`src/rtl/arm_poll_scheduler_if.sv`:
```
`default_nettype none
// ============================================================================
//  Module      : arm_poll_scheduler_if
//  Description : Signal bundle between the poll scheduler, the arm I2C
//                controller (request/done/ack_error/angle) and the host
//                register block (enables, angle result, health counters).
//                master = scheduler side, slave = controller/host side.
//  Revision    : 1.0  initial release
// ============================================================================
interface arm_poll_scheduler_if;
    // host controls
    logic        enable;
    logic        read_angle_enable;
    logic        write_hand_enable;
    logic        hand_update;
    // arm I2C controller handshake
    logic        arm_done;
    logic        arm_ack_error;
    logic [11:0] arm_angle;
    logic        elbow_read_joint_angle;
    logic        write_hand;
    // host results
    logic [11:0] angle_out;
    logic        angle_valid;
    logic        busy;
    logic [15:0] error_count;
    logic [15:0] timeout_count;
    logic [15:0] overrun_count;

    modport master (
        input  enable, read_angle_enable, write_hand_enable, hand_update,
        input  arm_done, arm_ack_error, arm_angle,
        output elbow_read_joint_angle, write_hand,
        output angle_out, angle_valid, busy,
        output error_count, timeout_count, overrun_count
    );

    modport slave (
        output enable, read_angle_enable, write_hand_enable, hand_update,
        output arm_done, arm_ack_error, arm_angle,
        input  elbow_read_joint_angle, write_hand,
        input  angle_out, angle_valid, busy,
        input  error_count, timeout_count, overrun_count
    );
endinterface
`default_nettype wire

```
`src/rtl/arm_poll_scheduler.sv`:
```
`default_nettype none
// ============================================================================
//  Module      : arm_poll_scheduler
//  Description : Periodic request scheduler for the arm I2C controller.
//                Every PERIOD = CLOCK_FREQ/UPDATE_FREQ cycles it issues an
//                elbow angle read and, when a hand frame is pending, a hand
//                write. Each transaction is tracked through the controller's
//                done handshake and bounded by TIMEOUT_CYCLES.
//  Ports       : clock, reset (async, active high)
//                bus.master : enable, read_angle_enable, write_hand_enable,
//                  hand_update, arm_done, arm_ack_error, arm_angle (in);
//                  elbow_read_joint_angle, write_hand, angle_out,
//                  angle_valid, busy, error_count, timeout_count,
//                  overrun_count (out)
//  Revision    : 1.0  initial release
// ============================================================================
module arm_poll_scheduler #(
    parameter int CLOCK_FREQ     = 50000000,
    parameter int UPDATE_FREQ    = 100,
    parameter int TIMEOUT_CYCLES = 1000000
) (
    input  wire logic            clock,
    input  wire logic            reset,
    arm_poll_scheduler_if.master bus
);

    localparam int PERIOD = CLOCK_FREQ / UPDATE_FREQ;
    localparam int CNT_W  = $clog2(PERIOD);
    localparam int TO_W   = $clog2(TIMEOUT_CYCLES + 1);
    localparam logic [CNT_W-1:0] PERIOD_LAST = CNT_W'(PERIOD - 1);
    localparam logic [TO_W-1:0]  TO_LAST     = TO_W'(TIMEOUT_CYCLES - 1);

    typedef enum logic [2:0] {
        IDLE             = 3'd0,
        ISSUE_READ       = 3'd1,
        WAIT_READ_START  = 3'd2,
        WAIT_READ_DONE   = 3'd3,
        ISSUE_WRITE      = 3'd4,
        WAIT_WRITE_START = 3'd5,
        WAIT_WRITE_DONE  = 3'd6
    } state_t;

    state_t           state;
    state_t           next_state;
    logic [CNT_W-1:0] period_cnt;
    logic [TO_W-1:0]  to_cnt;
    logic             tick;
    logic             to_last;
    logic             err_flag;
    logic             err_now;
    logic             hand_pending;
    logic             in_wait;
    logic             complete;
    logic             timed_out;
    logic             elbow_req;
    logic             write_req;
    logic             busy_int;
    logic [11:0]      angle_reg;
    logic             angle_valid_reg;
    logic [15:0]      error_cnt;
    logic [15:0]      timeout_cnt;
    logic [15:0]      overrun_cnt;

    function automatic logic [15:0] sat_inc(input logic [15:0] v);
        return (v == 16'hFFFF) ? v : v + 16'd1;
    endfunction

    // tick marks the cycle in which the period counter wraps back to 0
    assign tick    = bus.enable && (period_cnt == PERIOD_LAST);
    assign to_last = (to_cnt == TO_LAST);
    // an ack error seen in the completion cycle itself still counts
    assign err_now = err_flag | bus.arm_ack_error;

    always_ff @(posedge clock or posedge reset) begin
        if (reset) begin
            period_cnt <= '0;
        end else if (!bus.enable || tick) begin
            period_cnt <= '0;
        end else begin
            period_cnt <= period_cnt + CNT_W'(1);
        end
    end

    always_ff @(posedge clock or posedge reset) begin
        if (reset) begin
            state <= IDLE;
        end else begin
            state <= next_state;
        end
    end

    // Next state and strobes. Request strobes decode straight from the state
    // register so an asynchronous reset drops them at once.
    always_comb begin
        next_state = state;
        elbow_req  = 1'b0;
        write_req  = 1'b0;
        busy_int   = 1'b1;
        in_wait    = 1'b0;
        complete   = 1'b0;
        timed_out  = 1'b0;
        case (state)
            IDLE: begin
                busy_int = 1'b0;
                if (tick) begin
                    if (bus.read_angle_enable) begin
                        next_state = ISSUE_READ;
                    end else if (bus.write_hand_enable && hand_pending) begin
                        next_state = ISSUE_WRITE;
                    end
                end
            end
            ISSUE_READ: begin
                elbow_req  = 1'b1;
                next_state = WAIT_READ_START;
            end
            WAIT_READ_START: begin
                in_wait = 1'b1;
                if (to_last) begin
                    timed_out  = 1'b1;
                    next_state = IDLE;
                end else if (!bus.arm_done) begin
                    next_state = WAIT_READ_DONE;
                end
            end
            WAIT_READ_DONE: begin
                in_wait = 1'b1;
                // completion takes priority over a timeout in the same cycle
                if (bus.arm_done) begin
                    complete = 1'b1;
                    if (bus.write_hand_enable && hand_pending) begin
                        next_state = ISSUE_WRITE;
                    end else begin
                        next_state = IDLE;
                    end
                end else if (to_last) begin
                    timed_out  = 1'b1;
                    next_state = IDLE;
                end
            end
            ISSUE_WRITE: begin
                write_req  = 1'b1;
                next_state = WAIT_WRITE_START;
            end
            WAIT_WRITE_START: begin
                in_wait = 1'b1;
                if (to_last) begin
                    timed_out  = 1'b1;
                    next_state = IDLE;
                end else if (!bus.arm_done) begin
                    next_state = WAIT_WRITE_DONE;
                end
            end
            WAIT_WRITE_DONE: begin
                in_wait = 1'b1;
                if (bus.arm_done) begin
                    complete   = 1'b1;
                    next_state = IDLE;
                end else if (to_last) begin
                    timed_out  = 1'b1;
                    next_state = IDLE;
                end
            end
            default: begin
                busy_int   = 1'b0;
                next_state = IDLE;
            end
        endcase
    end

    always_ff @(posedge clock or posedge reset) begin
        if (reset) begin
            err_flag        <= 1'b0;
            to_cnt          <= '0;
            hand_pending    <= 1'b0;
            angle_reg       <= 12'd0;
            angle_valid_reg <= 1'b0;
            error_cnt       <= 16'd0;
            timeout_cnt     <= 16'd0;
            overrun_cnt     <= 16'd0;
        end else begin
            angle_valid_reg <= 1'b0;

            if (state == ISSUE_READ || state == ISSUE_WRITE) begin
                err_flag <= 1'b0;
                to_cnt   <= '0;
            end else if (in_wait) begin
                err_flag <= err_now;
                to_cnt   <= to_cnt + TO_W'(1);
            end

            if (complete) begin
                if (err_now) begin
                    error_cnt <= sat_inc(error_cnt);
                end else if (state == WAIT_READ_DONE) begin
                    angle_reg       <= bus.arm_angle;
                    angle_valid_reg <= 1'b1;
                end
            end

            if (timed_out) begin
                timeout_cnt <= sat_inc(timeout_cnt);
            end

            // ticks landing outside IDLE are dropped, never queued
            if (tick && state != IDLE) begin
                overrun_cnt <= sat_inc(overrun_cnt);
            end

            // a new frame arriving while the write is being issued stays pending
            if (state == ISSUE_WRITE) begin
                hand_pending <= bus.hand_update;
            end else begin
                hand_pending <= hand_pending | bus.hand_update;
            end
        end
    end

    assign bus.elbow_read_joint_angle = elbow_req;
    assign bus.write_hand             = write_req;
    assign bus.busy                   = busy_int;
    assign bus.angle_out              = angle_reg;
    assign bus.angle_valid            = angle_valid_reg;
    assign bus.error_count            = error_cnt;
    assign bus.timeout_count          = timeout_cnt;
    assign bus.overrun_count          = overrun_cnt;

endmodule
`default_nettype wire

```
`src/flat_wrapper.sv`:
```
// flat-port wrapper written by rule: the top's interface ports become plain ports
module arm_poll_scheduler_flat 
#(
    parameter int CLOCK_FREQ     = 50000000,
    parameter int UPDATE_FREQ    = 100,
    parameter int TIMEOUT_CYCLES = 1000000
)
  (clock, reset, bus_enable, bus_read_angle_enable, bus_write_hand_enable, bus_hand_update, bus_arm_done, bus_arm_ack_error, bus_arm_angle, bus_elbow_read_joint_angle, bus_write_hand, bus_angle_out, bus_angle_valid, bus_busy, bus_error_count, bus_timeout_count, bus_overrun_count);
  arm_poll_scheduler_if bus_i ();
  input  wire logic clock;
  input  wire logic reset;
  input wire logic [$bits(bus_i.enable)-1:0] bus_enable;
  input wire logic [$bits(bus_i.read_angle_enable)-1:0] bus_read_angle_enable;
  input wire logic [$bits(bus_i.write_hand_enable)-1:0] bus_write_hand_enable;
  input wire logic [$bits(bus_i.hand_update)-1:0] bus_hand_update;
  input wire logic [$bits(bus_i.arm_done)-1:0] bus_arm_done;
  input wire logic [$bits(bus_i.arm_ack_error)-1:0] bus_arm_ack_error;
  input wire logic [$bits(bus_i.arm_angle)-1:0] bus_arm_angle;
  output wire logic [$bits(bus_i.elbow_read_joint_angle)-1:0] bus_elbow_read_joint_angle;
  output wire logic [$bits(bus_i.write_hand)-1:0] bus_write_hand;
  output wire logic [$bits(bus_i.angle_out)-1:0] bus_angle_out;
  output wire logic [$bits(bus_i.angle_valid)-1:0] bus_angle_valid;
  output wire logic [$bits(bus_i.busy)-1:0] bus_busy;
  output wire logic [$bits(bus_i.error_count)-1:0] bus_error_count;
  output wire logic [$bits(bus_i.timeout_count)-1:0] bus_timeout_count;
  output wire logic [$bits(bus_i.overrun_count)-1:0] bus_overrun_count;
  assign bus_i.enable = bus_enable;
  assign bus_i.read_angle_enable = bus_read_angle_enable;
  assign bus_i.write_hand_enable = bus_write_hand_enable;
  assign bus_i.hand_update = bus_hand_update;
  assign bus_i.arm_done = bus_arm_done;
  assign bus_i.arm_ack_error = bus_arm_ack_error;
  assign bus_i.arm_angle = bus_arm_angle;
  assign bus_elbow_read_joint_angle = bus_i.elbow_read_joint_angle;
  assign bus_write_hand = bus_i.write_hand;
  assign bus_angle_out = bus_i.angle_out;
  assign bus_angle_valid = bus_i.angle_valid;
  assign bus_busy = bus_i.busy;
  assign bus_error_count = bus_i.error_count;
  assign bus_timeout_count = bus_i.timeout_count;
  assign bus_overrun_count = bus_i.overrun_count;
  arm_poll_scheduler #(.CLOCK_FREQ(CLOCK_FREQ), .UPDATE_FREQ(UPDATE_FREQ), .TIMEOUT_CYCLES(TIMEOUT_CYCLES)) u_core (.clock(clock), .reset(reset), .bus(bus_i));
endmodule
```
`config.mk`:
```
export PLATFORM = sky130hd
export DESIGN_NAME = arm_poll_scheduler_flat
export DESIGN_NICKNAME = d
export VERILOG_FILES = /design/src/rtl/arm_poll_scheduler_if.sv /design/src/rtl/arm_poll_scheduler.sv /design/src/flat_wrapper.sv
export SDC_FILE = /design/constraint.sdc
export NUM_CORES = 1
export LEC_CHECK = 0
export ABC_AREA = 1
export BUFFER_PORTS_ARGS = -buffer_cell sky130_fd_sc_hd__buf_2
export CAP_MARGIN = 10
export CORE_ASPECT_RATIO = 0.9
export CORE_MARGIN = 10
export CORE_UTILIZATION = 55
export CTS_CLUSTER_DIAMETER = 80
export CTS_CLUSTER_SIZE = 8
export DETAILED_ROUTE_END_ITERATION = 8
export PLACE_DENSITY = 0.76
export SLEW_MARGIN = 30
export SYNTH_ARGS = -nofsm -noshare
export SYNTH_HDL_FRONTEND = slang
export SYNTH_SLANG_ARGS = --single-unit
```
`constraint.sdc`:
```
create_clock -name clock -period 4.1 [get_ports clock]
set_input_delay 0.82 -clock clock [delete_from_list [all_inputs] [get_ports clock]]
set_output_delay 0.82 -clock clock [all_outputs]
set_load 0.005 [all_outputs]
```
Word level (Yosys, flattened, before mapping)
Cells that the tools add are included.

Bitwise logic cells: 6. Reduce and logical (&&, ||, !) cells: 18. Order comparisons: 0. Div/mod/pow operators: 0. Add/subtract/negate cells: 5. Muxes and demuxes: 30. $mul: 0. Shift-type cells: 0. Equality and inequality tests: 15.

Operator list (number): adder 16 x 1 -> 16 bit, second input constant (3); == test 16 bit, second input constant (3); two-way mux 20 bit (2); two-way mux 3 bit (11); one-hot mux 3 bit (7 select lines) (1); adder 20 x 1 -> 20 bit, second input constant (1); == test 20 bit, second input constant (1); adder 19 x 1 -> 19 bit, second input constant (1); == test 19 bit, second input constant (1); two-way mux 19 bit (1); two-way mux 1 bit (14); == test 3 bit, second input constant (3); inequality test 3 x 2 -> 1 bit, second input constant (3); == test 3 x 2 -> 1 bit, second input constant (2); AND reduction 3 bit (2); OR reduction 6 bit (1); inverter 1 bit (4); AND reduction 2 bit (2); AND reduction 4 bit (1); OR reduction 2 bit (2); OR reduction 4 bit (1); == test 3 x 1 -> 1 bit, second input constant (1); logical AND 1 bit (3); logical NOT 3 bit (1); other kinds (7) (9).

Memories kept: 0. Bits in read-only memories: 0. Bits in writable memories: 0. Bits in latches: 0. Output and inout bits: 64. Word-level logic and storage cells: 84. Bits in registers: 105.

Longest topological paths before layout
Word-level depth: 5. Depth in mapped cells: 11. Gate-level depth less buffers: 11.

Least setup slack after synthesis
Ideal clock, no wire load.

Path kind: reg2out. From: reg u_core.state[0]. To: out bus_busy. Required time: 3.280 ns. Cell stages (with the launch flop): 8. Path slack: 2.119 ns. Buffers on the path: 3. Arrival time: 1.161 ns. Cell sequence: dfrtp_1 buf_2 nor2_1 nand2_2 nand2_2 inv_2 buf_6 buf_6.

Word-level cells in the longest chain between the ends: 3. Elaborated cells between the ends (all ways): 8.

Ends and longest elaborated chain: from (decl) (RTL line arm_poll_scheduler.sv:43) `state_t state;`; from (signal assigned) (RTL line arm_poll_scheduler.sv:88) `state <= next_state;`; == test 3 x 2 -> 1 bit (tied with other cells) (RTL line arm_poll_scheduler.sv:102) `case (state)`; OR reduction 6 bit (no source line) *; two-way mux 1 bit * (RTL line arm_poll_scheduler.sv:102); to (decl) (RTL line flat_wrapper.sv:23) `output wire logic [$bits(bus_i.busy)-1:0] bus_busy;`.

Every way passes the cells marked *; elsewhere a longest branch is shown, timed or not.

Worst setup path in the final report
Ends and elaborated chain as after synthesis.

==> load_flow_metrics.sql <==
INSERT INTO impl_metrics (metric_group, metric, value, unit) VALUES
('layout', 'final_area', '7160', 'um2'),
('timing', 'final-max-slew-violation-count', '0', ''),
('logic_synthesis', 'postSynthRegisterBits', '105', ''),
('timing', 'setup_tns', '0', 'ns'),
('min_path', 'min_delay_worst_endpoint', 'u_core.bus.angle_out[8]', ''),
('global_routing', 'globalRouteTotalUtil', '18.9', '%'),
('logic_synthesis', 'ys_warn_count', '0', ''),
('critical_path', 'cp.required', '3.28', 'ns'),
('timing', 'min_clock_period_post_route', '2.60', 'ns'),
('layout', 'nNetsFinal', '1003', ''),
('flow_run', 'max_cap_viol_count', '0', ''),
('min_path', 'whs_path_depth', '2', ''),
('critical_path', 'worstPathArrival', '1.78', 'ns'),
('global_routing', 'grt_pass1_vias', '5369', ''),
('critical_path', 'timing.critical_path.fanout_max', '20', ''),
('floorplanning', 'floorplan.die_area', '16100', 'um2'),
('floorplanning', 'floorplan.initialDensity', '55.8', '%'),
('clock_tree', 'htreeDepth', '3', ''),
('drt', 'drc', '0', ''),
('timing', 'timing.max_slew.rel_slack', '49.0', '%'),
('floorplanning', 'coreArea', '11300', 'um2'),
('layout', 'flow.area_growth_from_synthesis', '13.7', '%'),
('clock_tree', 'path_clk_slew', '0.07', 'ns'),
('drt', 'wirelength', '15200', 'um'),
('clock_tree', 'clock_insertion_delay_worst_skew', '0.35', 'ns'),
('layout', 'antenna_cells', '0', ''),
('global_routing', 'grt_start_max_net_pins', '63', ''),
('layout', 'reg.largest.list', 'u_core.to_cnt: 20 flops, u_core.period_cnt: 19 flops', ''),
('clock_tree', 'cts_tree', 'done', ''),
('timing', 'max_clock_freq', '0.384', 'GHz'),
('timing', 'grt_setup_unrepaired', 'false', ''),
('timing', 'tightestPinTransition', '0.766', 'ns'),
('place', 'placement.io_buffers', '83', ''),
('drt', 'vias', '5931', ''),
('floorplanning', 'core.rowCount', '37', ''),
('clock_tree', 'ctsRootBufferMaster', 'clkbuf_16', ''),
('critical_path', 'timing.critical_path.from_type', 'register', ''),
('clock_tree', 'post-cts-setup-buffers', '0', ''),
('critical_path', 'reg2reg_from', 'u_core.period_cnt[0]', ''),
('drt', 'post_drt_wl_per_cell', '13.4', 'um'),
('power', 'max-vdd-ir-drop', '0.205', 'mV'),
('clock_tree', 'tritoncts_sinks', '105', ''),
('floorplanning', 'dieWidth', '133', 'um'),
('logic_synthesis', 'seq_area_frac_synth', '41.7', '%'),
('clock_tree', 'tritoncts.num_buffers', '9', ''),
('drt', 'postRouteAntennaNets', '0', ''),
('place', 'hpwl', '11400', 'um'),
('global_routing', 'grt_antenna_before_repair', '0', ''),
('drt', 'dr_wl_met2', '6780', 'um'),
('logic_synthesis', 'post_synth_num_cell_types', '34', ''),
('timing', 'period_share', '63.4', '%'),
('logic_synthesis', 'synth.cell_area', '6300', 'um2'),
('timing', 'final-setup-viol-count', '0', ''),
('power', 'pwr_density_cell', '382', 'nW/um2'),
('layout', 'ratio_of_cells_with_drive_above_1_in_the_final_layout', '14.0', '%'),
('power', 'p_leak', '3.58', 'nW'),
('min_path', 'hold_start', 'u_core.bus.angle_out[8]', ''),
('logic_synthesis', 'avg_inst_size_synth', '7.03', 'um2'),
('critical_path', 'worst-r2r-setup-slack', '2.02', 'ns'),
('global_routing', 'first_pass_grt_wire_length', '25900', 'um'),
('status', 'outcome', 'finished, final reports clean', ''),
('clock_tree', 'clock_path_buffers', '2', ''),
('layout', 'top_reg_by_flops', 'u_core.to_cnt', ''),
('layout', 'largest_reg_flops', '20', ''),
('global_routing', 'grt_overflow_total', '0', ''),
('critical_path', 'r2r_cells', '10', ''),
('place', 'dpl-instance-area', '6830', 'um2'),
('logic_synthesis', 'total_nets_after_synthesis', '921', ''),
('floorplanning', 'die_h', '122', 'um'),
('clock_tree', 'post_cts.resized_instances', '0', ''),
('critical_path', 'worst_setup_path_class', 'register to output pin', '');
[cell usage after synthesis, drive strengths merged]
| cell type | count | area (um2) |
|---|---|---|
| and3 | 1 | 6.26 |
| inv | 109 | 409 |
| xnor2 | 13 | 114 |
| o21ai | 31 | 155 |
| a31oi | 3 | 18.8 |
| nor2 | 118 | 470 |
| a21oi | 17 | 85.1 |
| nand4 | 32 | 206 |
| dfrtp | 105 | 2630 |
| nand3b | 1 | 7.51 |
| o21bai | 4 | 30.0 |
| clkbuf | 2 | 7.51 |
| nor4 | 3 | 18.8 |
| and2 | 1 | 6.26 |
| nand2 | 298 | 1150 |
| o21a | 1 | 7.51 |
| xor2 | 21 | 184 |
| nor3b | 2 | 15.0 |
| ha | 5 | 62.6 |
| nor3 | 32 | 180 |
| buf | 12 | 90.1 |
| nand3 | 85 | 448 |
[worst max-delay path, cell delays in order (launching register included)]
cell     delay, ns
dfrtp_1       0.50
nor2_1        0.11
nand2_2       0.10
nand2_2       0.17
inv_2         0.35
buf_2         0.19
[area by class of cell]
cell class                      instances  area [um2]
Fill cell                            1061        4130
Clock buffer                            9         225
Sequential cell                       105        2630
Inverter                              109         412
Clock inverter                          7         101
Tap cell                              156         195
Timing Repair Buffer                   85         430
Multi-Input combinational cell        668        3170
[how the worst max path moves through the flow]
| stage | to | startpoint | slack, ns | depth (start not counted) |
|---|---|---|---|---|
| after CTS | bus_busy | u_core.state[0] | 1.51 | 5 |
| after global routing | bus_busy | u_core.state[0] | 1.38 | 5 |
| after floorplan | u_core.bus.angle_out[0] | reset | 0.52 | 1 |
| after global placement | u_core.bus.angle_out[1] | bus_arm_ack_error | 1.60 | 7 |
| after detailed placement | u_core.bus.angle_out[4] | bus_arm_ack_error | 1.50 | 7 |
| final | bus_busy | u_core.state[0] | 1.50 | 5 |
[per-layer routing]
metal  global-route usage, %  vias to the layer above
met1                    26.3                     2747
met2                    29.4                      159
li1                        -                     3013
met3                    4.18                       12
met5                       0                        -
met4                    4.60                        0
[cell usage in the layout, fill, tap and decap left out, drive strengths merged, types with 2 or more instances in the layout]
master and instances:
nor4 3, a31oi 3, inv 111, clkinv 2, nand2 298, xnor2 13
ha 5, a21oi 17, nand4 32, o21ai 31, clkbuf 9, nor3 32
buf 85, o21bai 4, nor3b 2, nand3 85, dfrtp 105, xor2 21
nor2 118, bufinv 2
[cell families (layout without fill, tap and decap cells)]
group | Yosys count | in the layout | share of synthesized area, %
compound gates | 56 | 56 | 4.71
fa+ha+maj | 5 | 5 | 0.993
simple gates | 573 | 573 | 39.8
buf+inv | 123 | 210 | 8.05
flops | 105 | 105 | 41.7
xor+xnor | 34 | 34 | 4.73
[power breakdown]
group / switching (mW) / leakage (nW) / internal (mW) / total, mW
clock network: 0.402 / 0.158 / 0.542 / 0.944
logic: 0.375 / 1.98 / 0.184 / 0.559
registers: 0.0933 / 1.44 / 1.14 / 1.23
total: 0.871 / 3.58 / 1.87 / 2.74
[metrics by stage]
stage	cells	power [mW]	setup slack (ns)	util (%)	hold WS, ns
global route	1139	2.89	1.38	63.4	0.493
finish	1139	2.74	1.50	63.4	0.472
floorplan	896	1.63	0.519	-	0.464
CTS	1139	2.76	1.51	63.3	0.476
global placement	1123	1.80	1.60	60.5	0.453
detailed placement	1123	1.82	1.50	60.5	0.457
Power figures use the tool's default switching activity.
